$ cat config.mk
export PLATFORM = sky130hd
export DESIGN_NAME = tqvp_spi_bus_bridge
export DESIGN_NICKNAME = d
export VERILOG_FILES = /design/src/rtl/tqvp_spi_bus_bridge.sv
export SDC_FILE = /design/constraint.sdc
export NUM_CORES = 1
export LEC_CHECK = 0
export BUFFER_PORTS_ARGS = -buffer_cell sky130_fd_sc_hd__buf_2
export CAP_MARGIN = 20
export CORE_ASPECT_RATIO = 0.5
export CORE_MARGIN = 3
export CORE_UTILIZATION = 63
export CTS_BUF_LIST = sky130_fd_sc_hd__clkbuf_8
export DETAILED_ROUTE_END_ITERATION = 10
export PLACE_DENSITY = 0.9
export RECOVER_POWER = 100
export SETUP_SLACK_MARGIN = 0.15
export SYNTH_ARGS = -nofsm -noshare
export SYNTH_HDL_FRONTEND = slang
export SYNTH_SLANG_ARGS = --single-unit
export TNS_END_PERCENT = 1
$ cat constraint.sdc
create_clock -name clk -period 5.27 [get_ports clk]
set_input_delay 0.2635 -clock clk [delete_from_list [all_inputs] [get_ports clk]]
set_output_delay 0.2635 -clock clk [all_outputs]
set_load 0.03 [all_outputs]
$ cat src/rtl/tqvp_spi_bus_bridge.sv
// SPI-slave (mode 0) to TinyQV peripheral-bus bridge: turns one SPI command frame
// into a single 32-bit register read or write on the peripheral bus.
module tqvp_spi_bus_bridge #(
   parameter int unsigned TIMEOUT  = 16,
   parameter logic [31:0] ERR_DATA = 32'hDEAD_BEEF
) (
   input  logic        clk,
   input  logic        rst_n,
   input  logic        spi_cs_n,
   input  logic        spi_sclk,
   input  logic        spi_mosi,
   output logic        spi_miso,
   output logic [5:0]  address,
   output logic [31:0] data_out,
   output logic [1:0]  data_write_n,
   output logic [1:0]  data_read_n,
   input  logic [31:0] data_in,
   input  logic        data_ready,
   output logic        busy,
   output logic        err_timeout,
   output logic [3:0]  dbg_state
);

   localparam logic [3:0] IDLE     = 4'd0;
   localparam logic [3:0] CMD      = 4'd1;
   localparam logic [3:0] WDATA    = 4'd2;
   localparam logic [3:0] WR_ISSUE = 4'd3;
   localparam logic [3:0] RD_ISSUE = 4'd4;
   localparam logic [3:0] RD_WAIT  = 4'd5;
   localparam logic [3:0] TURN     = 4'd6;
   localparam logic [3:0] RDATA    = 4'd7;
   localparam logic [3:0] DONE     = 4'd8;

   localparam int TW = $clog2(TIMEOUT + 1);

   // Bus words travel little-endian on the wire but each byte is sent MSB first.
   function automatic logic [31:0] f_swap(input logic [31:0] w);
      return {w[7:0], w[15:8], w[23:16], w[31:24]};
   endfunction

   logic [1:0]    r_cs_sync;
   logic [1:0]    r_sclk_sync;
   logic [1:0]    r_mosi_sync;
   logic          r_cs_d;
   logic          r_sclk_d;

   logic [3:0]    r_state;
   logic [5:0]    r_bit_cnt;
   logic [31:0]   r_rx;
   logic [31:0]   r_tx;
   logic [TW-1:0] r_to_cnt;
   logic [5:0]    r_address;
   logic [31:0]   r_data_out;
   logic          r_miso;
   logic          r_err;

   logic          w_cs;
   logic          w_sclk;
   logic          w_mosi;
   logic          w_cs_fall;
   logic          w_sclk_rise;
   logic          w_sclk_fall;
   logic          w_bit_phase;

   always_ff @(posedge clk) begin
      if (!rst_n) begin
         r_cs_sync   <= 2'b11;
         r_sclk_sync <= 2'b00;
         r_mosi_sync <= 2'b00;
         r_cs_d      <= 1'b1;
         r_sclk_d    <= 1'b0;
      end else begin
         r_cs_sync   <= {r_cs_sync[0], spi_cs_n};
         r_sclk_sync <= {r_sclk_sync[0], spi_sclk};
         r_mosi_sync <= {r_mosi_sync[0], spi_mosi};
         r_cs_d      <= r_cs_sync[1];
         r_sclk_d    <= r_sclk_sync[1];
      end
   end

   assign w_cs        = r_cs_sync[1];
   assign w_sclk      = r_sclk_sync[1];
   assign w_mosi      = r_mosi_sync[1];
   assign w_cs_fall   = r_cs_d & ~w_cs;
   assign w_sclk_rise = w_sclk & ~r_sclk_d;
   assign w_sclk_fall = ~w_sclk & r_sclk_d;
   assign w_bit_phase = (r_state != IDLE) && (r_state != DONE);

   always_ff @(posedge clk) begin
      if (!rst_n) begin
         r_state    <= IDLE;
         r_bit_cnt  <= 6'd0;
         r_rx       <= 32'd0;
         r_tx       <= 32'd0;
         r_to_cnt   <= '0;
         r_address  <= 6'd0;
         r_data_out <= 32'd0;
         r_miso     <= 1'b0;
         r_err      <= 1'b0;
      end else begin
         // The bit counter keeps running through the read wait so the turnaround
         // byte stays aligned with the host while the bus access is in flight.
         if (w_sclk_rise && w_bit_phase) begin
            r_rx      <= {r_rx[30:0], w_mosi};
            r_bit_cnt <= r_bit_cnt + 6'd1;
         end

         if (r_state != RDATA) begin
            r_miso <= 1'b0;
         end else if (w_sclk_fall) begin
            r_miso <= r_tx[31];
            r_tx   <= {r_tx[30:0], 1'b0};
         end

         if ((r_state != IDLE) && w_cs) begin
            r_state <= IDLE;
         end else begin
            case (r_state)
               IDLE: begin
                  if (w_cs_fall) begin
                     r_state   <= CMD;
                     r_bit_cnt <= 6'd0;
                     r_err     <= 1'b0;
                  end
               end
               CMD: begin
                  if (w_sclk_rise && (r_bit_cnt == 6'd7)) begin
                     r_address <= {r_rx[4:0], w_mosi};
                     r_state   <= r_rx[6] ? RD_ISSUE : WDATA;
                  end
               end
               WDATA: begin
                  if (w_sclk_rise && (r_bit_cnt == 6'd39)) begin
                     r_data_out <= f_swap({r_rx[30:0], w_mosi});
                     r_state    <= WR_ISSUE;
                  end
               end
               WR_ISSUE: begin
                  r_state <= DONE;
               end
               // Read handshake: data_read_n stays 2'b10 (request valid) until data_ready
               // is sampled high (accepted) or TIMEOUT strobe cycles have elapsed.
               RD_ISSUE: begin
                  if (data_ready) begin
                     r_tx    <= f_swap(data_in);
                     r_state <= TURN;
                  end else begin
                     r_to_cnt <= TW'(1);
                     r_state  <= RD_WAIT;
                  end
               end
               RD_WAIT: begin
                  if (data_ready) begin
                     r_tx    <= f_swap(data_in);
                     r_state <= TURN;
                  end else if (r_to_cnt == TW'(TIMEOUT - 1)) begin
                     r_tx    <= f_swap(ERR_DATA);
                     r_err   <= 1'b1;
                     r_state <= TURN;
                  end else begin
                     r_to_cnt <= r_to_cnt + TW'(1);
                  end
               end
               TURN: begin
                  if (w_sclk_rise && (r_bit_cnt == 6'd15)) begin
                     r_state <= RDATA;
                  end
               end
               RDATA: begin
                  if (w_sclk_rise && (r_bit_cnt == 6'd47)) begin
                     r_state <= DONE;
                  end
               end
               DONE: begin
                  r_state <= DONE;
               end
               default: begin
                  r_state <= IDLE;
               end
            endcase
         end
      end
   end

   assign data_write_n = (r_state == WR_ISSUE) ? 2'b10 : 2'b11;
   assign data_read_n  = ((r_state == RD_ISSUE) || (r_state == RD_WAIT)) ? 2'b10 : 2'b11;
   assign spi_miso     = r_miso;
   assign address      = r_address;
   assign data_out     = r_data_out;
   assign busy         = (r_state != IDLE);
   assign err_timeout  = r_err;
   assign dbg_state    = r_state;

endmodule

Word-level counts from Yosys, hierarchy flattened
Cells that the tools add are included.

cells by class
  add/sub/neg operators = 2
  multipliers = 0
  divide/modulo/power cells = 0
  magnitude comparators = 0
  equal/unequal tests = 25
  shifts and indexed selects = 0
  mux-type cells = 31
  bitwise gates (word level) = 8
  reductions and logical operators = 20

operator list
  cell                 count
  $mux 32              6
  $pmux 32 s2          1
  $pmux 4 s8           1
  $mux 4               7
  $mux 6               4
  $ne 2x2->1 const B   9
  $eq 4x3->1 const B   4
  $mux 5               3
  $eq 6x6->1 const B   2
  $pmux 5 s2           1
  $reduce_and 5->1     2
  $eq 4x2->1 const B   2
  $logic_and 1x1->1    7
  $add 6x1->6 const B  1
  $eq 6x3->1 const B   1
  $eq 6x4->1 const B   1
  $reduce_and 3->1     2
  $reduce_and 6->1     1
  $reduce_or 2->1      3
  $add 5x1->5 const B  1
  $eq 5x4->1 const B   1
  $mux 1               5
  $not 1->1            5
  $eq 4x1->1 const B   1
  other kinds (12)     15

word-level totals
  flip-flop bits (word level) = 126
  latch bits = 0
  memory bits (writable) = 0
  ROM bits = 0
  input bits = 38
  output and inout bits = 49
  word-level logic and storage cells = 100
  memories = 0

Logic depth before layout (Yosys ltp)
Gate-level depths: netlist of run 1.

  depth after elaboration = 8
  mapped depth = 8
  depth with buffers taken out = 8

Worst setup path before layout of run 1
No wires, ideal clock.

  path kind = flip-flop to flip-flop
  from = register r_state[3] (netlist: dbg_state[3])
  to = register r_tx[10]
  library setup time = 74 ps
  arrival time = 1896 ps
  required time = 5196 ps
  setup slack = 3300 ps
  cell stages (with the launch flop) = 8
  period minus slack after synthesis = 1970 ps
  cell sequence = dfxtp_1 -> buf_2 -> nor2_1 -> nand2_1 -> a211o_1 -> buf_2 -> buf_2 -> a31oi_1

RTL lines
  what                    line  RTL
  from (decl)             47    logic [3:0] r_state;
  from (signal assigned)  129   r_state <= r_rx[6] ? RD_ISSUE : WDATA;
  $reduce_bool 4->1       --
  named net busy          19    output logic busy,
  $logic_and 1x1->1       115   if ((r_state != IDLE) && w_cs) begin
  $mux 32                 115
  to (signal assigned)    112   r_tx <= {r_tx[30:0], 1'b0};
  to (signal assigned)    145   r_tx <= f_swap(data_in);
  to (signal assigned)    154   r_tx <= f_swap(data_in);
  to (decl)               50    logic [31:0] r_tx;

The timed path passes the listed nets, and every way through them passes these cells.
A chain may end at the register's enable or synchronous reset.

Worst setup path after layout of run 1
  from = register r_state[0] (netlist: dbg_state[0])
  to = register r_tx[5]

on the way
  longest elaborated chain between the ends = 6

RTL lines
  what                  line  RTL
  $ne 4x3->1            108   if (r_state != RDATA) begin
  $mux 32               108
  $mux 32               156   end else if (r_to_cnt == TW'(TIMEOUT - 1)) begin
  $mux 32               153   if (data_ready) begin
  $pmux 32 s2           118   case (r_state)
  $mux 32 *             115
  to (signal assigned)  112
  to (signal assigned)  154
  to (signal assigned)  157   r_tx <= f_swap(ERR_DATA);

Mark *: on every way between the ends. The rest lies on a longest branch, timed or not.

==> results of run 1 <==
[through the flow]
stage	hold slack [ns]	instance area, µm²	cells
finish	0.0325	5990	805
global route	0.0461	5990	805
CTS	0.0155	6050	803
detailed placement	0.401	5630	770
global placement	0.388	5630	770
floorplan	0.365	5240	620
[timing repair]
action	4_1_cts	5_1_grt
buffers inserted	0	0
hold endpoints to repair	1	0
hold buffers	1	0
resized for setup	0	0
[cell usage in the layout (no fill, tap or decap), types with 5 or more instances in the layout]
cell type / synthesis / routed
sky130_fd_sc_hd__dfxtp_1: 126 / 126
sky130_fd_sc_hd__clkbuf_8: 0 / 21
sky130_fd_sc_hd__a21oi_1: 6 / 6
sky130_fd_sc_hd__o21ai_0: 27 / 28
sky130_fd_sc_hd__and2_1: 6 / 5
sky130_fd_sc_hd__nand2b_1: 5 / 5
sky130_fd_sc_hd__nand3_1: 9 / 9
sky130_fd_sc_hd__a31oi_1: 25 / 25
sky130_fd_sc_hd__clkbuf_1: 32 / 50
sky130_fd_sc_hd__buf_2: 11 / 36
sky130_fd_sc_hd__nor2_1: 18 / 17
sky130_fd_sc_hd__a21boi_0: 63 / 66
sky130_fd_sc_hd__mux2i_1: 10 / 10
sky130_fd_sc_hd__a22oi_1: 7 / 7
sky130_fd_sc_hd__nand2_1: 185 / 185
sky130_fd_sc_hd__nor2b_1: 18 / 18
sky130_fd_sc_hd__mux2_2: 7 / 6
sky130_fd_sc_hd__nor3_1: 6 / 6
[layer usage]
layer | GRT usage, % | vias to the layer above | wire length, µm
li1 | - | 2222 | -
met1 | 31.2 | 2111 | 5200
met2 | 41.2 | 149 | 5390
met3 | 6.26 | 26 | 663
met4 | 9.37 | 0 | 202
met5 | 0 | - | 0
[registers in the layout, indices dropped and copies added, names as in the netlist]
name and count:
dbg_state 4, address 6, r_to_cnt 5, r_tx 32
r_rx 31, r_cs_d 1, r_sclk_d 1, err_timeout 1
r_mosi_sync 2, data_out 32, r_bit_cnt 6, r_cs_sync 2
spi_miso 1, r_sclk_sync 2
[kinds of logic (layout without fill, tap and decap cells)]
family,Yosys count,in the layout,share of synthesized area [%]
AOI/OAI and AO/OA,148,148,19.3
xor gates and xnor gates,5,5,0.837
adders and majority gates,4,4,0.957
buffers and inverters,49,126,3.99
DFF,126,126,48.2
muxes,17,17,3.42
other,1,2,0.0717
and+or+nand+nor,269,269,23.2
[where the power goes]
part | total (mW) | internal [mW] | switching, mW
sequential | 0.960 | 0.955 | 0.00492
clock | 0.841 | 0.466 | 0.375
combinational | 0.0645 | 0.0294 | 0.0350
[area by class of cell]
cell class | instances | area [µm²]
fill | 544 | 1690
clock inverter | 11 | 115
inverter | 3 | 11.3
sequential | 126 | 2520
timing repair buffer | 91 | 435
multi-input combinational | 445 | 2490
tap | 108 | 135
clock buffer | 21 | 289
[how the worst max path moves through the flow]
stage / start / endpoint / depth (start not counted)
finish: dbg_state[0] / r_tx[5] / 6
global route: dbg_state[0] / r_tx[9] / 6
global placement: dbg_state[0] / r_tx[5] / 6
CTS: dbg_state[0] / r_tx[12] / 6
detailed placement: dbg_state[0] / r_tx[12] / 6
floorplan: dbg_state[3] / r_tx[10] / 7
==> impl_summary.txt, run 1 <==
----------------------------------------------------
[Worst hold path]
  Worst min-delay path category ... input port to flop
  Min-Delay Endpoint ... r_mosi_sync[0]
  Min-Delay Startpoint ... spi_mosi
  Worst hold path depth ... 2

[Routing]
  DR pass1 iterations ... 5
  Routed length per placed instance ... 14.2 µm
  DRC violations left ... 0
  Post-route ant nets ... 0
  Total wire length after detailed routing ... 11.5 mm
  Routed via count ... 4508
  DR vias/cell ... 5.60
  Iter 0 DRT Violations ... 328

[Clock tree]
  Clk root buf ... sky130_fd_sc_hd__clkbuf_8
  Worst-Skew Late Latency ... 0.44 ns
  Clock-pin slew of the registers on the worst-case setup and hold paths ... 0.07 ns
  Buffer levels on the longest clock path ... 2
  Inserted Clock Buffers ... 17
  Number of H-tree branching levels ... 4
  Clock Sinks ... 126
  TritonCTS clock tree ... done

[Logic synthesis]
  Total of flip-flops plus latches after synthesis ... 126
  Synth Instances ... 619
  Area share of the largest cell type after synthesis ... 48.2%
  Async set or reset register ratio after synthesis ... 0%
  Post-synthesis cell area ... 5230 µm²
  Sequential area share after synthesis ... 48.2%
  Avg Synthesized Cell Area ... 8.45 µm²
  Number of distinct standard cells referenced by the synthesized netlist ... 51
  Most repeated cell in the gate-level netlist after synthesis ... sky130_fd_sc_hd__nand2_1
  Warnings, synthesis ... 0
  Most frequent cells after synthesis ... 185 x sky130_fd_sc_hd__nand2_1, 126 x sky130_fd_sc_hd__dfxtp_1, 63 x sky130_fd_sc_hd__a21boi_0
  Library cell occupying the most area in the post-synthesis netlist ... sky130_fd_sc_hd__dfxtp_1
  Post-synth EDFFs ... 0
  Ranking of synthesized cells by area ... sky130_fd_sc_hd__dfxtp_1 48%, sky130_fd_sc_hd__nand2_1 13%, sky130_fd_sc_hd__a21boi_0 9.0%
  Top_reg_cell synth ... sky130_fd_sc_hd__dfxtp_1

[Global route]
  Grt ovf ... 0
  Overall routing resource usage ... 24.8%
  Largest net degree at the start of global routing ... 80
  Initial antenna violation count ... 0
  First-pass GRT wire length ... 19.0 mm
  Number of global-route vias before repair ... 4185

[Timing]
  Max-slew headroom at the worst pin ... -21.4%
  Setup repair after global routing missed its margin ... no
  Post-layout minimum cycle time ... 3.67 ns
  Worst setup skew after layout ... 0.00619 ns
  Fin. max-slew vios ... 49
  Final setup slack of the worst path ... 1.60 ns
  Count of final setup violators ... 0
  Setup TNS ... 0 ns
  Worst-Margin Slew ... 1.82 ns
  Fmax achieved ... 273 MHz
  Final count of hold timing violations ... 0
  Final cycle utilization of the critical path ... 69.6%

[Worst setup path]
  Endpoint required time on the critical path ... 5.59 ns
  Biggest cell delay along the critical path ... 1.27 ns
  Slowest cell on the critical path ... sky130_fd_sc_hd__nor3b_1
  Critical path buffers and inverters ... 1
  Count of cells along the worst register-to-register path ... 6
  Flop-to-flop setup slack ... 1.60 ns
  Kind of critical path ... flop to flop
  Cells along the critical path ... nand2_1, nor3b_1, clkbuf_1, mux2_2, a22oi_1, nor2b_1
  Endpoint of the most critical register-to-register path ... r_tx[5]
  CP delay by family, top ... simple AND/OR/NAND/NOR gates
  Worst setup EP type ... flop
  Worst Path Arrival ... 3.99 ns
  Launch instance of the worst register-to-register path ... dbg_state[0]
  Launching element type of the critical path ... flop
  CP max FO ... 18

[Power]
  Peak supply drop ... 0.193 mV
  Pwr dens ... 311 nW/µm²
  Power after layout ... 1.87 mW
  Leakage power figure ... 2.08 nW

[Status]
  Run status ... finished, violations left
  Violations in the final reports ... max-capacitance violations, max-slew violations

[Finish]
  Area added between synthesis and finish ... 14.6%
  Inserted Diodes ... 0
  Layout cells sized above 1 ... 11.8%
  Final net count ... 726
  Post-layout util ... 78.1%

[Die]
  Die Span Y ... 70.4 µm
  Row cnt ... 22
  Width of the chip ... 135 µm
  Std-Cell Core Area ... 7680 µm²
  # IOs ... 87
  Area enclosed by the die boundary ... 9500 µm²
  Initial standard-cell utilization of the core ... 68.1%

[Placed design]
  Number of I/O port buffers ... 84
  RePlAce Congestion ... 0.816
  Worst slack at placement ... 2.77 ns
  Post-detailed-placement half-perimeter wirelength ... 7.11 mm

[Flow run]
  Max-cap violations ... 2

----------------------------------------------------
(Power assumes the default switching activity.)
==> run 2, diff against run 1 <==
--- a/config.mk
+++ b/config.mk
@@ -9,10 +9,10 @@
 export CAP_MARGIN = 20
 export CORE_ASPECT_RATIO = 0.5
 export CORE_MARGIN = 3
-export CORE_UTILIZATION = 63
+export CORE_UTILIZATION = 58
 export CTS_BUF_LIST = sky130_fd_sc_hd__clkbuf_8
 export DETAILED_ROUTE_END_ITERATION = 10
-export PLACE_DENSITY = 0.9
+export PLACE_DENSITY = 0.84
 export RECOVER_POWER = 100
 export SETUP_SLACK_MARGIN = 0.15
 export SYNTH_ARGS = -nofsm -noshare
==> constraint.sdc (replaced) <==
create_clock -name clk -period 3.75 [get_ports clk]
set_input_delay 0.1875 -clock clk [delete_from_list [all_inputs] [get_ports clk]]
set_output_delay 0.1875 -clock clk [all_outputs]
set_load 0.03 [all_outputs]
==> impl_summary.txt, run 2 (synthesized netlist as in run 1, its figures left out) <==
----------------------------------------------------
[Timing]
  Setup repair after global routing missed its margin ... no
  Post-layout minimum cycle time ... 2.75 ns
  Final cycle utilization of the critical path ... 73.2%
  Fin. max-slew vios ... 60
  Fmax achieved ... 364 MHz
  Count of final setup violators ... 0
  Worst-Margin Slew ... 1.91 ns
  Worst Hold Margin ... 0.0289 ns
  Worst setup skew after layout ... 0.00806 ns
  Setup TNS ... 0 ns
  Max-slew headroom at the worst pin ... -27.2%
  Final count of hold timing violations ... 0

[Global route]
  Initial antenna violation count ... 0
  Largest net degree at the start of global routing ... 63
  First-pass GRT wire length ... 18.5 mm
  Grt ovf ... 0
  Number of global-route vias before repair ... 4011
  Overall routing resource usage ... 22.0%

[Clock tree]
  Number of H-tree branching levels ... 4
  TritonCTS clock tree ... done
  Worst-Skew Late Latency ... 0.42 ns
  Clock-pin slew of the registers on the worst-case setup and hold paths ... 0.07 ns
  Buffer levels on the longest clock path ... 2
  Inserted Clock Buffers ... 17
  Clk root buf ... sky130_fd_sc_hd__clkbuf_8
  Total setup buffers inserted after CTS ... 0
  Clock Sinks ... 126

[Worst setup path]
  Slowest cell on the critical path ... sky130_fd_sc_hd__clkbuf_1
  Count of cells along the worst register-to-register path ... 6
  CP max FO ... 32
  Worst Path Arrival ... 3.09 ns
  Biggest cell delay along the critical path ... 1.05 ns
  Endpoint required time on the critical path ... 4.09 ns
  Flop-to-flop setup slack ... 1.00 ns
  Launching element type of the critical path ... flop
  Source of the critical timing path ... dbg_state[1]
  Endpoint of the most critical register-to-register path ... data_out[17]
  Worst setup EP type ... flop
  Cells along the critical path ... nand2b_1, nor3_1, and3_1, clkbuf_1, nand2_1, a21boi_0
  Kind of critical path ... flop to flop
  Launch instance of the worst register-to-register path ... dbg_state[1]
  Worst setup endpoint ... data_out[17]

[Power]
  Sw frac ... 20.4%
  Pwr dens ... 452 nW/µm²
  Peak supply drop ... 0.319 mV
  Net Switching ... 554 µW
  Clock share of power ... 47.0%
  Combinational Power Share ... 3.4%
  Leakage power figure ... 2.10 nW
  Internal power ... 2.17 mW
  Proportion of power drawn by flip-flops and latches ... 49.6%
  Power after layout ... 2.72 mW

[Die]
  Initial standard-cell utilization of the core ... 62.5%
  Row cnt ... 23
  Area enclosed by the die boundary ... 10300 µm²
  Width of the chip ... 140 µm
  # IOs ... 87
  Std-Cell Core Area ... 8370 µm²
  Die Span Y ... 73.2 µm

[Placed design]
  RePlAce Congestion ... 0.821
  Post-detailed-placement half-perimeter wirelength ... 7.00 mm
  Area post-placement ... 5660 µm²
  Number of cells in the design after placement ... 777
  Number of I/O port buffers ... 84

[Routing]
  Post-route ant nets ... 0
  Total wire length after detailed routing ... 11.2 mm
  Routed length per placed instance ... 13.8 µm
  Iter 0 DRT Violations ... 413
  DRC violations left ... 0
  DR pass1 iterations ... 5
  Routed via count ... 4420
  DR vias/cell ... 5.46

[Finish]
  Layout cells sized above 1 ... 11.6%
  Final net count ... 729
  Most frequent cells in the layout ... 185 x sky130_fd_sc_hd__nand2_1, 126 x sky130_fd_sc_hd__dfxtp_1, 66 x sky130_fd_sc_hd__a21boi_0
  Final design instance area without fill ... 6020 µm²
  Filler instances ... 669
  Post-route insts no fill ... 809
  Most common cell after layout, fill and taps aside ... sky130_fd_sc_hd__nand2_1
  Inserted Diodes ... 0
  Area added between synthesis and finish ... 15.1%

[Worst hold path]
  Worst hold path depth ... 3
  Worst min-delay path category ... input port to flop

[Flow run]
  Max-cap violations ... 1

[Status]
  Run status ... finished, violations left
  Violations in the final reports ... max-capacitance violations, max-slew violations

----------------------------------------------------
## run 2: cell count changes in the layout (fill, tap and decap cells not counted), moves of 2 or more
cell / before / now
sky130_fd_sc_hd__and2_0: 1 / 3
sky130_fd_sc_hd__and2_1: 5 / 3
sky130_fd_sc_hd__buf_4: 2 / 4
sky130_fd_sc_hd__bufinv_16: 2 / 4
sky130_fd_sc_hd__clkinv_2: 4 / 1
sky130_fd_sc_hd__clkinvlp_4: 3 / 1
sky130_fd_sc_hd__dlygate4sd3_1: 1 / 3
## run 2: metrics by stage
step / setup slack [ns] / utilization (%)
after detailed placement: 1.47 / 67.6
after global placement: 1.53 / 67.6
after CTS: 1.43 / 73.1
final: 1.00 / 71.9
after global routing: 0.755 / 71.9
after floorplan: 1.78 / -
## run 2: cell type report
| type | instances | area (µm²) | share of cell area (%) |
|---|---|---|---|
| clock buffer | 21 | 289 | 4.80 |
| timing repair buffer | 94 | 433 | 7.19 |
| sequential | 126 | 2520 | 41.9 |
| tap | 112 | 140 | 2.33 |
| inverter | 3 | 11.3 | 0.187 |
| multi-input combinational | 445 | 2490 | 41.3 |
| clock inverter | 8 | 140 | 2.33 |
## run 2: worst max-delay path, delay by kind of cell, from the launching register on
kind / cells / cell delay (ns)
compound gates: 1 / 0.22
buf+inv: 1 / 1.05
flops: 1 / 0.62
simple gates: 4 / 0.78
## run 2: power groups by stage
| stage | Combinational [mW] | Sequential [mW] | Clock [mW] |
|---|---|---|---|
| CTS | 0.0919 | 1.35 | 1.30 |
| floorplan | 0.0624 | 1.38 | 0 |
| detailed placement | 0.0890 | 1.38 | 0 |
| finish | 0.0928 | 1.35 | 1.28 |
| global route | 0.102 | 1.35 | 1.36 |
| global placement | 0.0887 | 1.38 | 0 |
## run 2: how the worst min path moves through the flow
stage	from	end	slack, ns
final	data_in[24]	r_tx[0]	0.03
after detailed placement	spi_cs_n	r_cs_sync[0]	0.37
after global placement	spi_cs_n	r_cs_sync[0]	0.37
after global routing	data_in[24]	r_tx[0]	0.002
after CTS	data_in[24]	r_tx[0]	0.006
after floorplan	spi_cs_n	r_cs_sync[0]	0.29
## run 2: per-layer routing
metal	global-route usage (%)	vias to the layer above	part of all wire [%]	wire (µm)
li1	-	2228	-	-
met1	28.6	2028	47	5210
met2	36.4	148	46	5080
met3	6.22	16	6.7	752
met4	6.55	0	0.99	111
met5	0	-	0	0
## run 2: what timing repair did
item,4_1_cts,5_1_grt
hold endpoints to repair,3,0
hold buffers,3,0
resized for setup,0,0
==> run 3, diff against run 2 <==
--- a/config.mk
+++ b/config.mk
@@ -9,10 +9,10 @@
 export CAP_MARGIN = 20
 export CORE_ASPECT_RATIO = 0.5
 export CORE_MARGIN = 3
-export CORE_UTILIZATION = 58
+export CORE_UTILIZATION = 52
 export CTS_BUF_LIST = sky130_fd_sc_hd__clkbuf_8
 export DETAILED_ROUTE_END_ITERATION = 10
-export PLACE_DENSITY = 0.84
+export PLACE_DENSITY = 0.79
 export RECOVER_POWER = 100
 export SETUP_SLACK_MARGIN = 0.15
 export SYNTH_ARGS = -nofsm -noshare
==> constraint.sdc (replaced) <==
create_clock -name clk -period 2.3 [get_ports clk]
set_input_delay 0.115 -clock clk [delete_from_list [all_inputs] [get_ports clk]]
set_output_delay 0.115 -clock clk [all_outputs]
set_load 0.03 [all_outputs]
==> impl_summary.txt, run 3 (synthesized netlist as in run 1, its figures left out) <==
----------------------------------------------------
[Status]
  Run status ... complete, no violations

[Finish]
  Most frequent cells in the layout ... 185 x sky130_fd_sc_hd__nand2_1, 126 x sky130_fd_sc_hd__dfxtp_1, 67 x sky130_fd_sc_hd__a21boi_0
  Register area ... 2520 µm²
  Final net count ... 762
  Layout cells sized above 1 ... 13.0%
  Area of the multi-input gates ... 2500 µm²
  Area added between synthesis and finish ... 22.3%
  Filler instances ... 825
  Inserted Diodes ... 0
  Most common cell after layout, fill and taps aside ... sky130_fd_sc_hd__nand2_1

[Timing]
  Setup repair after global routing missed its margin ... yes
  Worst-Margin Slew ... 0.984 ns
  Worst Hold Margin ... 0.0298 ns
  Fmax achieved ... 482 MHz
  Final cycle utilization of the critical path ... 90.2%
  Max-slew headroom at the worst pin ... 34.4%
  Final count of hold timing violations ... 0
  Count of final setup violators ... 0
  Setup TNS ... 0 ns
  Post-layout minimum cycle time ... 2.07 ns
  Fin. max-slew vios ... 0
  Worst setup skew after layout ... 0.00686 ns

[Power]
  Peak supply drop ... 0.358 mV
  Power after layout ... 4.39 mW
  Leakage power figure ... 2.27 nW
  Pwr dens ... 686 nW/µm²

[Global route]
  Largest net degree at the start of global routing ... 49
  Grt ovf ... 0
  Number of global-route vias before repair ... 4147
  Initial antenna violation count ... 0
  Overall routing resource usage ... 21.0%
  First-pass GRT wire length ... 19.6 mm

[Flow run]
  Max-cap violations ... 0

[Clock tree]
  Total setup buffers inserted after CTS ... 0
  Number of H-tree branching levels ... 4
  Inserted Clock Buffers ... 17
  TritonCTS clock tree ... done
  Clock-pin slew of the registers on the worst-case setup and hold paths ... 0.07 ns
  Clock Sinks ... 126
  Worst-Skew Late Latency ... 0.42 ns
  Clk root buf ... sky130_fd_sc_hd__clkbuf_8
  Buffer levels on the longest clock path ... 2

[Worst setup path]
  Launching element type of the critical path ... flop
  Worst Path Arrival ... 2.39 ns
  Source of the critical timing path ... dbg_state[1]
  Flop-to-flop setup slack ... 0.23 ns
  Slowest cell on the critical path ... sky130_fd_sc_hd__dfxtp_1
  CP max FO ... 31
  Endpoint required time on the critical path ... 2.62 ns
  Biggest cell delay along the critical path ... 0.62 ns
  Kind of critical path ... flop to flop
  Worst setup EP type ... flop
  Launch instance of the worst register-to-register path ... dbg_state[1]
  Cells along the critical path ... nand2b_1, nor3b_4, buf_12, mux2_2, a22oi_1, nor2b_1

[Routing]
  Routed via count ... 4539
  DRC violations left ... 0
  Post-route ant nets ... 0
  DR vias/cell ... 5.23
  Iter 0 DRT Violations ... 362
  Total wire length after detailed routing ... 11.7 mm
  Routed length per placed instance ... 13.5 µm
  DR pass1 iterations ... 5

[Placed design]
  Number of I/O port buffers ... 84
  Post-detailed-placement half-perimeter wirelength ... 7.07 mm
  RePlAce Congestion ... 0.803

[Worst hold path]
  Worst min-delay path category ... input port to flop
  Min-Delay Startpoint ... data_in[26]

[Die]
  Die Span Y ... 76.9 µm
  # IOs ... 87
  Width of the chip ... 148 µm
  Area enclosed by the die boundary ... 11400 µm²
  Std-Cell Core Area ... 9600 µm²
  Initial standard-cell utilization of the core ... 54.5%
  Row cnt ... 25

----------------------------------------------------
-- run 3: power by group --
group          internal [mW]  total (mW)  leakage, nW  switching (mW)
combinational          0.105       0.199         1.04          0.0943
sequential              2.19        2.20         1.02         0.00860
clock                   1.10        1.99        0.214           0.892
total                   3.39        4.39         2.27           0.995
-- run 3: cell type report --
type,count,area share (%)
inverter,3,0.176
clock buffer,18,3.87
tap,135,2.64
multi-input combinational,445,39.1
clock inverter,14,2.64
timing repair buffer,127,12.1
sequential,126,39.4
-- run 3: per-stage QoR --
stage	std cells	util, %	instance area [µm²]	setup WS, ns
after CTS	868	67.7	6500	0.155
after detailed placement	806	60.2	5780	0.275
final	868	66.6	6400	0.226
after global placement	806	60.2	5780	0.372
after global routing	868	66.6	6400	0.0536
after floorplan	620	-	5240	0.330
-- run 3: layer usage --
layer | wire length (µm) | GRT usage (%) | share of wire (%) | up-vias
met3 | 607 | 5.79 | 5.2 | 17
met2 | 5580 | 34.7 | 48 | 114
met5 | 0 | 0 | 0 | -
met1 | 5410 | 26.5 | 46 | 2109
met4 | 138 | 7.37 | 1.2 | 0
li1 | - | - | - | 2299
-- run 3: worst max-delay path, delay by kind of cell (launching register included) --
kind / cells / cell delay, ns
buffers and inverters: 1 / 0.21
DFF: 1 / 0.62
AOI/OAI and AO/OA: 1 / 0.16
and+or+nand+nor: 3 / 0.61
muxes: 1 / 0.35
-- run 3: path summary, 6_finish.rpt --
check                 end  depth (start not counted)
max reg2reg       r_tx[5]                          6
max               r_tx[5]                          6
min               r_tx[2]                          3
min reg2reg  r_cs_sync[1]                          1
-- run 3: what timing repair did --
item,CTS,global route
resized for setup,0,2
endpoints found under the hold margin,30,0
hold buffers,30,0
endpoints found under the setup margin,0,11
